`config.mk`:
```
export PLATFORM = sky130hd
export DESIGN_NAME = request_unit_ctrl
export DESIGN_NICKNAME = d
export VERILOG_FILES = /design/src/rtl/request_unit_ctrl.sv
export SDC_FILE = /design/constraint.sdc
export NUM_CORES = 1
export LEC_CHECK = 0
export ABC_AREA = 1
export BUFFER_PORTS_ARGS = -buffer_cell sky130_fd_sc_hd__buf_2
export CELL_PAD_IN_SITES_DETAIL_PLACEMENT = 0
export CELL_PAD_IN_SITES_GLOBAL_PLACEMENT = 1
export CORE_MARGIN = 4
export CORE_UTILIZATION = 43
export DETAILED_ROUTE_END_ITERATION = 10
export PLACE_DENSITY_LB_ADDON = 0.1
export SYNTH_ARGS = -nofsm -noshare
export SYNTH_HDL_FRONTEND = slang
export SYNTH_SLANG_ARGS = --single-unit
```
`constraint.sdc`:
```
create_clock -name CLK -period 1.9 [get_ports CLK]
set_input_delay 0.095 -clock CLK [delete_from_list [all_inputs] [get_ports CLK]]
set_output_delay 0.095 -clock CLK [all_outputs]
set_load 0.02 [all_outputs]
```
`src/rtl/request_unit_ctrl.sv`:
```
// rtl/request_unit_ctrl.sv - request unit: registered dmem requests, PC gating, halt, watchdog, statistics
module request_unit_ctrl #(
    parameter int CNT_W   = 8,
    parameter int TIMEOUT = 200
) (
    input  logic             CLK,
    input  logic             nRST,
    input  logic             ihit,
    input  logic             dhit,
    input  logic             iREN,
    input  logic             dREN,
    input  logic             dWEN,
    input  logic             halt,
    output logic             imemREN,
    output logic             dmemREN,
    output logic             dmemWEN,
    output logic             pcWEN,
    output logic             busy,
    output logic             err,
    output logic             halted,
    output logic [CNT_W-1:0] wait_cnt,
    output logic [CNT_W-1:0] dreq_cnt
);

    typedef enum logic [1:0] {
        IDLE  = 2'd0,
        DPEND = 2'd1,
        HALT  = 2'd2,
        ERR   = 2'd3
    } state_t;

    localparam logic [CNT_W-1:0] WD_LAST = CNT_W'(TIMEOUT - 1);
    localparam logic [CNT_W-1:0] CNT_MAX = '1;
    localparam logic [CNT_W-1:0] CNT_ONE = CNT_W'(1);

    state_t           state_q, state_d;
    logic             dren_q, dren_d;
    logic             dwen_q, dwen_d;
    logic             err_q, err_d;
    logic             halted_q, halted_d;
    logic [CNT_W-1:0] wait_q, wait_d;
    logic [CNT_W-1:0] dreq_q, dreq_d;
    logic [CNT_W-1:0] wd_q, wd_d;

    always_ff @(posedge CLK or negedge nRST) begin
        if (!nRST) begin
            state_q  <= IDLE;
            dren_q   <= 1'b0;
            dwen_q   <= 1'b0;
            err_q    <= 1'b0;
            halted_q <= 1'b0;
            wait_q   <= '0;
            dreq_q   <= '0;
            wd_q     <= '0;
        end else begin
            state_q  <= state_d;
            dren_q   <= dren_d;
            dwen_q   <= dwen_d;
            err_q    <= err_d;
            halted_q <= halted_d;
            wait_q   <= wait_d;
            dreq_q   <= dreq_d;
            wd_q     <= wd_d;
        end
    end

    always_comb begin
        state_d  = state_q;
        dren_d   = dren_q;
        dwen_d   = dwen_q;
        err_d    = err_q;
        halted_d = halted_q;
        wait_d   = wait_q;
        dreq_d   = dreq_q;
        wd_d     = wd_q;
        pcWEN    = 1'b0;
        case (state_q)
            IDLE: begin
                pcWEN = ihit & ~dREN & ~dWEN & ~halt;
                // The decoding ihit launches the request; any dhit here is spurious.
                if (ihit) begin
                    if (dREN && dWEN) begin
                        state_d = ERR;
                        err_d   = 1'b1;
                    end else if (halt) begin
                        state_d  = HALT;
                        halted_d = 1'b1;
                    end else if (dREN || dWEN) begin
                        state_d = DPEND;
                        dren_d  = dREN;
                        dwen_d  = dWEN;
                        wd_d    = '0;
                    end
                end
            end
            DPEND: begin
                pcWEN = dhit;
                if (wait_q != CNT_MAX) begin
                    wait_d = wait_q + CNT_ONE;
                end
                // A hit on the timeout cycle still completes the transaction.
                if (dhit) begin
                    state_d = IDLE;
                    dren_d  = 1'b0;
                    dwen_d  = 1'b0;
                    dreq_d  = dreq_q + CNT_ONE;
                end else if (wd_q == WD_LAST) begin
                    state_d = ERR;
                    err_d   = 1'b1;
                    dren_d  = 1'b0;
                    dwen_d  = 1'b0;
                end else begin
                    wd_d = wd_q + CNT_ONE;
                end
            end
            default: begin
                dren_d = 1'b0;
                dwen_d = 1'b0;
            end
        endcase
    end

    assign imemREN  = iREN & ((state_q == IDLE) | (state_q == DPEND));
    assign dmemREN  = dren_q;
    assign dmemWEN  = dwen_q;
    assign busy     = (state_q == DPEND);
    assign err      = err_q;
    assign halted   = halted_q;
    assign wait_cnt = wait_q;
    assign dreq_cnt = dreq_q;

endmodule

```
==> impl_metrics.env <==
export IMPL_crit_arrival_ns=1.45
export IMPL_drv_slew=0
export IMPL_max_cap_violations=0
export IMPL_setup_ws_ns=0.350
export IMPL_register_area_sq_um=751
export IMPL_worst_pin_slew_ns=0.692
export IMPL_met1Wirelength_mm=1.71
export IMPL_ios=31
export IMPL_hold_viol=0
export IMPL_placedCellCount=311
export IMPL_ys_seq_area_share_pct=43.5
export IMPL_yosys_warnings=0
export IMPL_io_buffers=30
export IMPL_yosysUniqueCellTypes=23
export IMPL_cts_resized=0
export IMPL_post_synth_cell_area_avg_sq_um=7.40
export IMPL_clock_sinks=30
export IMPL_clk_pin_slew_ns=0.06
export IMPL_p_switching_mw=0.268
export IMPL_first_pass_iters=4
export IMPL_crit_buf_inv=1
export IMPL_ir_drop_mv=0.386
export IMPL_slew_headroom_pct=53.9
export IMPL_synth_area_sq_um=1720
export IMPL_finalCritPeriodShare_pct=81.6
export IMPL_initial_core_util_pct=45.7
export IMPL_setup_viol=0
export IMPL_top_layer="met4"
export IMPL_leakage_nw=1.11
export IMPL_fmax_ghz=0.645
export IMPL_hpwl_mm=2.60
export IMPL_synth_cells=233
export IMPL_fin_nets=282
export IMPL_slowest_stage="dfrtp_1"
export IMPL_cp_top_family="flip-flops"
export IMPL_clockBufferDepth=2
export IMPL_preCtsSetupSlack_ns=0.379
export IMPL_tns_ns=0
export IMPL_final_area_sq_um=2020
export IMPL_antenna_diode_count=0
export IMPL_fin_worst_skew_ns=0.00716
export IMPL_finalWirelength_mm=3.53
export IMPL_crit_type="reg2out"
export IMPL_final_util_pct=53.6
export IMPL_whs_ns=0.0852
export IMPL_fp_dieW_um=71.3
export IMPL_ys_ff_latch=30
export IMPL_dieArea_sq_um=5090
export IMPL_wl_per_cell_um=11.1
export IMPL_cts_buffers=5
export IMPL_switching_share_pct=23.1
export IMPL_seqPwrFrac_pct=55.1
export IMPL_antenna_found_initial=0
export IMPL_worstPathRequired_ns=1.80
export IMPL_clk_latency_ns=0.28
export IMPL_cp_cell_sequence="nor2_2, nand2_1, o21ai_0, buf_2"
export IMPL_grt_usage_pct=15.1
export IMPL_cts_root_buf="clkbuf_8"
export IMPL_multi_input_area_sq_um=857
export IMPL_drtIter0Drc=63
export IMPL_p_per_area_nw_per_um2=576
export IMPL_met2_length_mm=1.62
export IMPL_synth_fp_nets=244
export IMPL_area_growth_pct=17.3
export IMPL_gr_total_overflow=0
export IMPL_instances_no_fill=319
export IMPL_grt_pass1_wl_mm=6.20
export IMPL_ant_nets=0
export IMPL_coreArea_sq_um=3770
export IMPL_crit_path_end_kind="output port"
export IMPL_vias_per_cell=4.69
export IMPL_pwr_share_clk_pct=41.8
export IMPL_startpoint_type="flop"
export IMPL_grt_pass1_vias=1421
export IMPL_grt_max_degree=31
export IMPL_fillers=375
export IMPL_met3_length_um=145
export IMPL_placedInstanceArea_sq_um=1930
export IMPL_finalPower_mw=1.16
export IMPL_hp_class="in2reg"
export IMPL_drc=0
export IMPL_cts_tree="built"
export IMPL_intPower_mw=0.896
export IMPL_place_congestion=0.732
export IMPL_drive_gt1_share_pct=19.9
export IMPL_dieHeight_um=71.3
export IMPL_htreeDepth=2
export IMPL_crit_path_max_fanout=8
export IMPL_status="complete, no violations"
export IMPL_pwr_share_comb_pct=3.1
export IMPL_post_cts_setup_buffers=0
export IMPL_fp_row_count=22
export IMPL_fin_crit_ns=1.55
export IMPL_rsz0062_at_grt="no"
export IMPL_max_stage_delay_ns=0.45
export IMPL_vias=1495
path summary, 6_finish.rpt:
kind / from / end / slack (ns) / depth (start not counted)
max: state_q[1] / pcWEN / 0.35 / 4
min: dREN / dmemREN / 0.09 / 3
max reg2reg: wait_cnt[0] / wait_cnt[3] / 0.36 / 7
min reg2reg: err / err / 0.47 / 2
max in group asynchronous: nRST / dmemREN / 1.06 / 2
min in group asynchronous: nRST / wait_cnt[5] / 0.39 / 2
cell usage after synthesis (all sizes together):
cell type   n  area, sq um
inv        31          116
nor3b       1         7.51
nand2      97          394
nand3b      1         7.51
o21bai      1         7.51
xnor2       4         35.0
o21ai      12         60.1
nand4       4         25.0
dfrtp      30          751
nor2       24          118
nand3      14         80.1
nor3        2         10.0
or2         1         6.26
o31ai       1         7.51
xor2        7         61.3
ha          3         37.5
state kept, by name, indices dropped and copies added (netlist names):
| register | count |
|---|---|
| halted | 1 |
| wait_cnt | 8 |
| wd_q | 8 |
| dmemREN | 1 |
| err | 1 |
| state_q | 2 |
| dreq_cnt | 8 |
| dmemWEN | 1 |
worst reg2reg max path, cell delays in order (launching register included):
cell and delay (ns):
dfrtp_1 0.40, ha_1 0.23, nand2_1 0.09, nor2_1 0.13
nand2_1 0.09, nand2_2 0.18, inv_1 0.14, o21ai_0 0.20
layer usage:
metal  global-route usage [%]  vias to the layer above
met2                     23.7                       29
met3                     3.51                        7
met5                        0                        -
met4                     7.10                        0
met1                     19.6                      665
li1                         -                      794
cells by family after synthesis:
kind of cell / after synthesis / synth area share [%]
simple gates: 144 / 37.6
buf+inv: 31 / 6.75
flops: 30 / 43.5
compound gates: 14 / 4.35
xor+xnor: 11 / 5.59
fa+ha+maj: 3 / 2.18
layout by cell type (no fill, tap or decap), types with 2 or more instances in the layout:
cell      netlist  final
clkbuf_8        0      5
nand4_1         4      4
nand2_2         6      6
ha_1            3      3
o21ai_0         9      9
nor2_4          3      3
nor3_1          2      2
nor2_1         19     19
nand2_1        89     89
clkinv_2        0      2
nand3_1        12     12
inv_2           2      2
nand2_4         2      2
xor2_1          7      7
xnor2_1         4      4
o21ai_1         3      3
nand3_2         2      2
nor2_2          2      2
inv_1          29     29
dfrtp_1        30     30
buf_2           0     30
layout make-up:
class                      instances  share of cell area (%)
multi-input combinational        172                    42.4
tap                               48                    2.97
clock buffer                       5                    3.40
sequential                        30                    37.1
clock inverter                     2                   0.495
timing repair buffer              31                    7.92
inverter                          31                    5.75
power groups by stage:
stage	clock, mW	combinational [mW]	sequential (mW)
global placement	0	0.0359	0.653
detailed placement	0	0.0359	0.653
finish	0.487	0.0361	0.641
global route	0.528	0.0424	0.641
CTS	0.502	0.0377	0.641
floorplan	0	0.00804	0.654
timing repair:
| item | in CTS | in global routing |
|---|---|---|
| hold endpoints to repair | 30 | 0 |
| endpoints found under the setup margin | 0 | 0 |
| hold buffers | 1 | 0 |
Note: power is estimated with default switching activity, not from simulation.
